$ cat src/rtl/mdpt_trainer.sv
// mdpt_trainer: serializes LSQ violation and false-dependence reports into
// single-entry MDPT writes. Violations are buffered in a small FIFO and each
// produces a load write followed by a store write with a merged store-set id.
// False dependences decay the load's confidence in a single write.
module mdpt_trainer #(
  parameter int unsigned VIOL_FIFO_DEPTH = 4,
  parameter int unsigned SSID_WIDTH      = 6,
  parameter int unsigned CONF_WIDTH      = 2,
  localparam int unsigned MDPW           = CONF_WIDTH + SSID_WIDTH,
  localparam int unsigned PCW            = 38
) (
  input  logic            CLK,
  input  logic            nRST,
  input  logic            viol_valid,
  output logic            viol_ready,
  input  logic [PCW-1:0]  viol_load_pc38,
  input  logic [MDPW-1:0] viol_load_mdp,
  input  logic [PCW-1:0]  viol_store_pc38,
  input  logic [MDPW-1:0] viol_store_mdp,
  input  logic            fdep_valid,
  output logic            fdep_ready,
  input  logic [PCW-1:0]  fdep_pc38,
  input  logic [MDPW-1:0] fdep_mdp,
  output logic            update_valid,
  output logic [PCW-1:0]  update_pc38,
  output logic [MDPW-1:0] update_mdp
);

  localparam int unsigned PTRW = (VIOL_FIFO_DEPTH > 1) ? $clog2(VIOL_FIFO_DEPTH) : 1;
  localparam int unsigned CNTW = PTRW + 1;

  typedef struct packed {
    logic [PCW-1:0]  load_pc;
    logic [MDPW-1:0] load_mdp;
    logic [PCW-1:0]  store_pc;
    logic [MDPW-1:0] store_mdp;
  } viol_entry_t;

  typedef enum logic [1:0] {
    IDLE     = 2'd0,
    WR_LOAD  = 2'd1,
    WR_STORE = 2'd2,
    WR_FDEP  = 2'd3
  } state_t;

  state_t                state;
  viol_entry_t           mem [VIOL_FIFO_DEPTH];
  logic [PTRW-1:0]       rd_ptr;
  logic [PTRW-1:0]       wr_ptr;
  logic [CNTW-1:0]       count;
  logic [SSID_WIDTH-1:0] alloc_ctr;

  logic                  fifo_empty;
  logic                  fifo_full;
  logic                  push;
  logic                  pop;
  logic                  fdep_fire;
  viol_entry_t           head;

  logic [CONF_WIDTH-1:0] load_conf;
  logic [CONF_WIDTH-1:0] store_conf;
  logic [SSID_WIDTH-1:0] load_ssid;
  logic [SSID_WIDTH-1:0] store_ssid;
  logic                  need_alloc;
  logic [SSID_WIDTH-1:0] merged_ssid;
  logic [MDPW-1:0]       merged_mdp;
  logic [CONF_WIDTH-1:0] fdep_conf;
  logic [MDPW-1:0]       fdep_decayed;

  // Handshakes: no bypass of a same-cycle pop into viol_ready.
  assign fifo_empty = (count == CNTW'(0));
  assign fifo_full  = (count == CNTW'(VIOL_FIFO_DEPTH));
  assign viol_ready = !fifo_full;
  assign fdep_ready = fifo_empty && (state != WR_LOAD);
  assign push       = viol_valid && viol_ready;
  assign pop        = (state == WR_LOAD);
  assign fdep_fire  = fdep_valid && fdep_ready;
  assign head       = mem[rd_ptr];

  // Store-set merge of the head violation: allocate, inherit, or take the smaller id.
  always_comb begin
    load_conf   = head.load_mdp[MDPW-1:SSID_WIDTH];
    store_conf  = head.store_mdp[MDPW-1:SSID_WIDTH];
    load_ssid   = head.load_mdp[SSID_WIDTH-1:0];
    store_ssid  = head.store_mdp[SSID_WIDTH-1:0];
    need_alloc  = 1'b0;
    merged_ssid = alloc_ctr;
    if (load_conf == CONF_WIDTH'(0) && store_conf == CONF_WIDTH'(0)) begin
      need_alloc  = 1'b1;
      merged_ssid = alloc_ctr;
    end else if (store_conf == CONF_WIDTH'(0)) begin
      merged_ssid = load_ssid;
    end else if (load_conf == CONF_WIDTH'(0)) begin
      merged_ssid = store_ssid;
    end else begin
      merged_ssid = (load_ssid < store_ssid) ? load_ssid : store_ssid;
    end
    merged_mdp = {{CONF_WIDTH{1'b1}}, merged_ssid};
  end

  // False-dependence decay: confidence minus one, store-set id kept.
  always_comb begin
    fdep_conf    = fdep_mdp[MDPW-1:SSID_WIDTH];
    fdep_decayed = {CONF_WIDTH'(fdep_conf - CONF_WIDTH'(1)), fdep_mdp[SSID_WIDTH-1:0]};
  end

  // FIFO storage; contents are meaningful only between rd_ptr and wr_ptr.
  always_ff @(posedge CLK) begin
    if (push) begin
      mem[wr_ptr] <= '{load_pc:   viol_load_pc38,
                       load_mdp:  viol_load_mdp,
                       store_pc:  viol_store_pc38,
                       store_mdp: viol_store_mdp};
    end
  end

  // FIFO pointers and occupancy.
  always_ff @(posedge CLK or negedge nRST) begin
    if (!nRST) begin
      rd_ptr <= '0;
      wr_ptr <= '0;
      count  <= '0;
    end else begin
      if (push) wr_ptr <= PTRW'(wr_ptr + PTRW'(1));
      if (pop)  rd_ptr <= PTRW'(rd_ptr + PTRW'(1));
      case ({push, pop})
        2'b10:   count <= CNTW'(count + CNTW'(1));
        2'b01:   count <= CNTW'(count - CNTW'(1));
        default: count <= count;
      endcase
    end
  end

  // Write sequencer: load then store per violation, fdep only when the FIFO is idle.
  always_ff @(posedge CLK or negedge nRST) begin
    if (!nRST) begin
      state        <= IDLE;
      update_valid <= 1'b0;
      update_pc38  <= '0;
      update_mdp   <= '0;
      alloc_ctr    <= '0;
    end else begin
      if (state == WR_LOAD) begin
        state        <= WR_STORE;
        update_valid <= 1'b1;
        update_pc38  <= head.store_pc;
        update_mdp   <= merged_mdp;
        if (need_alloc) alloc_ctr <= SSID_WIDTH'(alloc_ctr + SSID_WIDTH'(1));
      end else if (!fifo_empty) begin
        state        <= WR_LOAD;
        update_valid <= 1'b1;
        update_pc38  <= head.load_pc;
        update_mdp   <= merged_mdp;
      end else if (fdep_fire && fdep_conf != CONF_WIDTH'(0)) begin
        state        <= WR_FDEP;
        update_valid <= 1'b1;
        update_pc38  <= fdep_pc38;
        update_mdp   <= fdep_decayed;
      end else begin
        state        <= IDLE;
        update_valid <= 1'b0;
      end
    end
  end

endmodule

$ cat config.mk
export PLATFORM = sky130hd
export DESIGN_NAME = mdpt_trainer
export DESIGN_NICKNAME = d
export VERILOG_FILES = /design/src/rtl/mdpt_trainer.sv
export SDC_FILE = /design/constraint.sdc
export NUM_CORES = 1
export LEC_CHECK = 0
export ABC_CLOCK_PERIOD_IN_PS = 7500
export CAP_MARGIN = 15
export CORE_ASPECT_RATIO = 0.7
export CORE_MARGIN = 2
export CORE_UTILIZATION = 25
export CTS_CLUSTER_DIAMETER = 30
export DETAILED_ROUTE_END_ITERATION = 6
export HOLD_SLACK_MARGIN = 0.1
export PLACE_DENSITY_LB_ADDON = 0.15
export SETUP_SLACK_MARGIN = 0.2
export SYNTH_ARGS = -nofsm -noshare
export SYNTH_HDL_FRONTEND = slang
export SYNTH_SLANG_ARGS = --single-unit
$ cat constraint.sdc
create_clock -name CLK -period 7.5 [get_ports CLK]
set_input_delay 0.75 -clock CLK [delete_from_list [all_inputs] [get_ports CLK]]
set_output_delay 0.75 -clock CLK [all_outputs]
set_load 0.05 [all_outputs]
== Word level (Yosys, flattened, before mapping) ==
Memory sizes are Yosys's and may differ from the RTL's.
Cells that the tools add are included.

* Add/subtract/negate cells: 6
* Order comparisons: 1
* Eq/ne operators: 6
* Mux-type cells: 20
* Reduce and logical (&&, ||, !) cells: 12

{| class="wikitable"
|+ Operator list
! kind !! count
|-
| two-way mux 38 bit || 3
|-
| two-way mux 6 bit || 4
|-
| two-way mux 8 bit || 3
|-
| adder 6 x 1 -> 6 bit, second input constant || 1
|-
| less-than comparator 6 bit || 1
|-
| two-way mux 1 bit || 6
|-
| two-way mux 2 bit || 3
|-
| one-hot mux 3 bit (2 select lines) || 1
|-
| logical AND 1 bit || 5
|-
| adder 2 x 1 -> 2 bit, second input constant || 2
|-
| == test 2 x 1 -> 1 bit, second input constant || 2
|-
| logical NOT 2 bit || 2
|-
| nonzero test 2 bit || 2
|-
| adder 3 x 1 -> 3 bit, second input constant || 1
|-
| == test 3 bit, second input constant || 1
|-
| logical NOT 3 bit || 1
|-
| inequality test 3 x 1 -> 1 bit, second input constant || 1
|-
| subtractor 3 x 1 -> 3 bit, second input constant || 1
|-
| == test 2 bit, second input constant || 1
|-
| inequality test 2 x 1 -> 1 bit, second input constant || 1
|-
| AND reduction 2 bit || 1
|-
| subtractor 2 x 1 -> 2 bit, second input constant || 1
|-
| logical NOT 1 bit || 1
|}

* Flip-flop bits (word level): 62
* Memory bits (writable): 368
* Output and inout port bits: 49
* Word-level logic and storage cells: 54
* Memories kept: 1

{| class="wikitable"
|+ Memory list
! name !! depth !! bits a word !! rd ports !! clocked after memory_dff !! write ports !! RTL line !! source
|-
| mem || 4 || 92 || 1 || 0 || 1 || 47 || <nowiki>viol_entry_t mem [VIOL_FIFO_DEPTH];</nowiki>
|}

== Depth between registers and ports, before layout ==
An unclocked memory read counts as a cell.

* Depth after elaboration: 8
* Gate-level depth with buffers: 13
* Depth with buffers taken out: 10

== Worst setup path after synthesis ==
Ideal clock, no wire load.

* Path type: reg-to-reg
* Start point: register count[0]
* End point: memory mem[0][0] in the netlist's numbering (enable)
* Setup time: 0.462 ns
* Data arrival time: 3.214 ns
* Required time: 7.038 ns
* Slack: 3.824 ns
* Cell stages (with the launch flop): 4
* Period minus slack after synthesis: 3.676 ns
* Path through: dfrtp_1 inv_1 nand3_1 and3_1

* Cells in the longest elaborated chain, start to end: 5

{| class="wikitable"
|+ RTL lines
! element !! RTL line !! source
|-
| start, declared || 50 || <nowiki>logic [CNTW-1:0] count;</nowiki>
|-
| start signal, assigned || 127 || <nowiki>2'b10: count <= CNTW'(count + CNTW'(1));</nowiki>
|-
| start signal, assigned || 128 || <nowiki>2'b01: count <= CNTW'(count - CNTW'(1));</nowiki>
|-
| start signal, assigned || 129 || <nowiki>default: count <= count;</nowiki>
|-
| == test 3 bit || 72 || <nowiki>assign fifo_full = (count == CNTW'(VIOL_FIFO_DEPTH));</nowiki>
|-
| logical NOT 1 bit || 73 || <nowiki>assign viol_ready = !fifo_full;</nowiki>
|-
| named net viol_ready || 15 || <nowiki>output logic viol_ready,</nowiki>
|-
| logical AND 1 bit || 75 || <nowiki>assign push = viol_valid && viol_ready;</nowiki>
|-
| two-way mux 1 bit || 109 || <nowiki>if (push) begin</nowiki>
|-
| two-way mux 1 bit (not written as such) || 110 || <nowiki>mem[wr_ptr] <= '{load_pc: viol_load_pc38,</nowiki>
|-
| end, declared || 47 ||
|}

The timed path passes the listed nets, and every way through them passes these cells.

== Worst setup path after layout ==
* Start point: register rd_ptr[0]
* End point: register update_mdp[4]

* Cells in the longest elaborated chain, start to end: 8

{| class="wikitable"
|+ RTL lines
! element !! RTL line !! source
|-
| start, declared || 48 || <nowiki>logic [PTRW-1:0] rd_ptr;</nowiki>
|-
| start signal, assigned || 125 || <nowiki>if (pop) rd_ptr <= PTRW'(rd_ptr + PTRW'(1));</nowiki>
|-
| memory (4 x 92 bit) * || n/a ||
|-
| less-than comparator 6 bit || 96 || <nowiki>merged_ssid = (load_ssid < store_ssid) ? load_ssid : store_ssid;</nowiki>
|-
| two-way mux 6 bit || 96 ||
|-
| two-way mux 6 bit || 93 || <nowiki>end else if (load_conf == CONF_WIDTH'(0)) begin</nowiki>
|-
| two-way mux 6 bit || 91 || <nowiki>end else if (store_conf == CONF_WIDTH'(0)) begin</nowiki>
|-
| two-way mux 6 bit * || 88 || <nowiki>if (load_conf == CONF_WIDTH'(0) && store_conf == CONF_WIDTH'(0)) begin</nowiki>
|-
| two-way mux 8 bit || 149 || <nowiki>end else if (!fifo_empty) begin</nowiki>
|-
| two-way mux 8 bit * || 143 || <nowiki>if (state == WR_LOAD) begin</nowiki>
|-
| end signal, assigned || 147 || <nowiki>update_mdp <= merged_mdp;</nowiki>
|-
| end signal, assigned || 153 || <nowiki>update_mdp <= merged_mdp;</nowiki>
|-
| end signal, assigned || 158 || <nowiki>update_mdp <= fdep_decayed;</nowiki>
|-
| end, declared || 26 || <nowiki>output logic [MDPW-1:0] update_mdp</nowiki>
|}

Mark *: on every way between the ends. The rest lies on a longest branch, timed or not.
A chain may end at the register's enable or synchronous reset.

==> flow_metrics.tcl <==
set metrics [dict create \
    rr_endpoint "update_mdp[4]" \
    critPathLaunch "rd_ptr[0]" \
    synth_flop_cell "edfxtp_1" \
    clkTransAtPathRegs_ns 0.05 \
    critical_path_arrival_ns 4.39 \
    swShare_pct 30.8 \
    fin_worst_skew_ns 0.0172 \
    dieArea_um2 69400 \
    synth_area_leaders "edfxtp_1, mux4_2, dfrtp_1" \
    p_seq_share_pct 33.2 \
    synthArstFlopShare_pct 14.4 \
    grt_first_pass_wirelength_mm 65.2 \
    ys_seq_elements 430 \
    switchingPower_mw 3.23 \
    ys_warn_count 0 \
    stdcell_area_um2 23100 \
    clockBufferDepth 3 \
    met2_usage_pct 18.6 \
    use_met1_pct 18.0 \
    hpwl_mm 24.9 \
    synth_edf_count 368 \
    grt_setup_unrepaired "false" \
    synthCells 883 \
    final_common_cell "edfxtp_1" \
    max_freq_mhz 257 \
    slew_violations 0 \
    post_cts_buffers 0 \
    outcome "completed" \
    grtUsageMet3_pct 3.79 \
    cts_resized 0 \
    fin_nets 1291 \
    hold_viol_final 0 \
    drtAntennaViolNets 0 \
    p_comb_share_pct 26.2 \
    synth_compound_area_share_pct 3.56 \
    synthXorXnorAreaFrac_pct 0.573 \
    grt_max_degree 79 \
    r2r_slack_ns 3.62 \
    synth_top_family_by_area "multiplexers" \
    clkLatencyLatePin_ns 0.62 \
    drive_gt1_share_pct 23.3 \
    overflow 0 \
    synth_fp_nets 1038 \
    synth_mux_area_share_pct 14.7 \
    max_slew.worst_pin.slew_ns 1.06 \
    area.growth.synth_to_final_pct 37.2 \
    cts_tree "done" \
    fin_setup_tns_ns 0 \
    syn_avg_cell_area_um2 19.0 \
    min_period_ns 3.88 \
    startpoint_type "flop" \
    ff_latch_area_um2 12600 \
    port_buffers 190 \
    end_kind "flop" \
    netlist_area_um2 16800 \
    rows 79 \
    routedWlPerCell_um 20.6 \
    cts_sinks 430 \
    num_io_pins 191 \
    required_ns 8.00 \
    fin_crit_sh_pct 51.8 \
    power_density_nw_per_um2 454 \
    p_clk_share_pct 40.6 \
    first_iter_violations 489 \
    r2r-start "rd_ptr[0]" \
    vias 9043 \
    cts_made_buffers 96 \
    antenna_cells 0 \
    wirelength_mm 43.6 \
    dr.pass1.iters 5 \
    grt_pass1_vias 9918 \
    path_max_fanout 30 \
    drc_errors 0 \
    layout_common_cells "edfxtp_1, clkdlybuf4s50_1, clkbuf_16" \
    die_w_um 314 \
    vias_per_cell 4.28 \
    fill_cells 6293 \
    placed_area_um2 19700 \
    intPower_mw 7.25 \
    r2r_cells 10 \
    yosysSeqAreaShare_pct 75.0 \
    hp-class "primary input to asynchronous set/reset pin" \
    p_leak_nw 7.97 \
    multi_input_area_um2 3950 \
    postCtsHoldBufs 0 \
    ir_drop_mv 0.223 \
    synthSimpleGateAreaFrac_pct 3.47 \
    grt_use_total_pct 12.7 \
    antenna_found_initial 4 \
    relSlewSlack_pct 29.4 \
    clockRootBuffer "clkbuf_16" \
    crit_type "flop to flop" \
    ys_types 46 \
    h-tree-depth 3 \
    synthAdderAreaFrac_pct 1.01 \
    setup_viol 0 \
    synth.top_cell.area_share_pct 65.7 \
    fp.dieH_um 221 \
    initial_core_util_pct 25.3 \
    gp_congestion 0.690 \
    synth_largest_area_cell "edfxtp_1" \
    core_um2 66500 \
    max-cap-violations 0 \
    top_usage_layer "met2" \
]
## power by group through the flow
stage          Combinational (mW)  Sequential (mW)  Clock (mW)
6_report                     2.75             3.48        4.26
3_5_place_dp                 2.80             3.54           0
4_1_cts                      2.82             3.50        4.35
5_1_grt                      2.99             3.55        4.47
2_1_floorplan                1.57             3.85           0
3_3_place_gp                 2.81             3.53           0
## worst max-delay path, cell delays in order (launching register included)
cell,delay (ns)
dfrtp_4,0.80
buf_4,0.63
mux4_2,0.58
inv_1,0.11
ha_1,0.24
and4_2,0.25
a21oi_1,0.17
o211ai_2,0.10
o21ai_2,0.48
o221ai_1,0.18
o21a_1,0.20
## stage by stage
stage	power [mW]	worst slack [ns]	utilization, %	cells	hold slack, ns
floorplan	5.42	3.82	-	883	0.440
global placement	6.34	3.55	29.6	1929	0.469
detailed placement	6.34	3.50	29.6	1929	0.473
CTS	10.7	3.50	34.7	2111	0.104
global route	11.0	3.27	34.7	2111	0.121
finish	10.5	3.62	34.7	2111	0.109
## final cells by class
| class | count | area share (%) |
|---|---|---|
| multi-input cells | 390 | 17.1 |
| flip-flops and latches | 430 | 54.7 |
| repair buffers | 202 | 8.62 |
| inverters | 16 | 0.266 |
| well taps | 891 | 4.83 |
| clock buffers | 112 | 11.0 |
| clock inverters | 70 | 3.48 |
## synthesized netlist by cell type (all sizes together), types with 2 or more instances
master / instances
nand2: 48
xor2: 3
o221ai: 5
dfrtp: 62
nor2: 43
and3: 6
mux4: 89
mux2i: 45
nand4: 2
nand2b: 3
nor4b: 2
clkbuf: 28
o21a: 5
and2: 6
o21ai: 52
or2: 5
o211ai: 3
ha: 12
xnor2: 8
a21oi: 42
nor4: 2
buf: 19
inv: 15
edfxtp: 368
## per-layer routing
| layer | part of all wire [%] | vias up |
|---|---|---|
| met2 | 44 | 203 |
| met4 | 2.1 | 8 |
| li1 | - | 4055 |
| met5 | 0.14 | - |
| met1 | 48 | 4694 |
| met3 | 5.6 | 83 |
## state kept, by name, indices dropped and copies added (netlist names)
name / count
update_valid: 1
update_pc38: 38
update_mdp: 8
mem: 368
wr_ptr: 2
rd_ptr: 2
state: 2
count: 3
alloc_ctr: 6
## worst max-delay path by stage
stage | to | slack (ns) | depth (start not counted)
floorplan | mem[0][0] | 3.82 | 3
global placement | update_mdp[4] | 3.55 | 10
detailed placement | update_mdp[1] | 3.50 | 10
CTS | update_mdp[1] | 3.50 | 10
global route | update_mdp[3] | 3.27 | 10
finish | update_mdp[4] | 3.62 | 10
## logic make-up (layout without fill, tap and decap cells)
kind of cell	after synthesis	in the layout
AOI/OAI and AO/OA	109	109
xor gates and xnor gates	11	11
adders and majority gates	13	13
buffers and inverters	63	400
DFF	430	430
muxes	135	135
and+or+nand+nor	122	122
(Power assumes the default switching activity.)
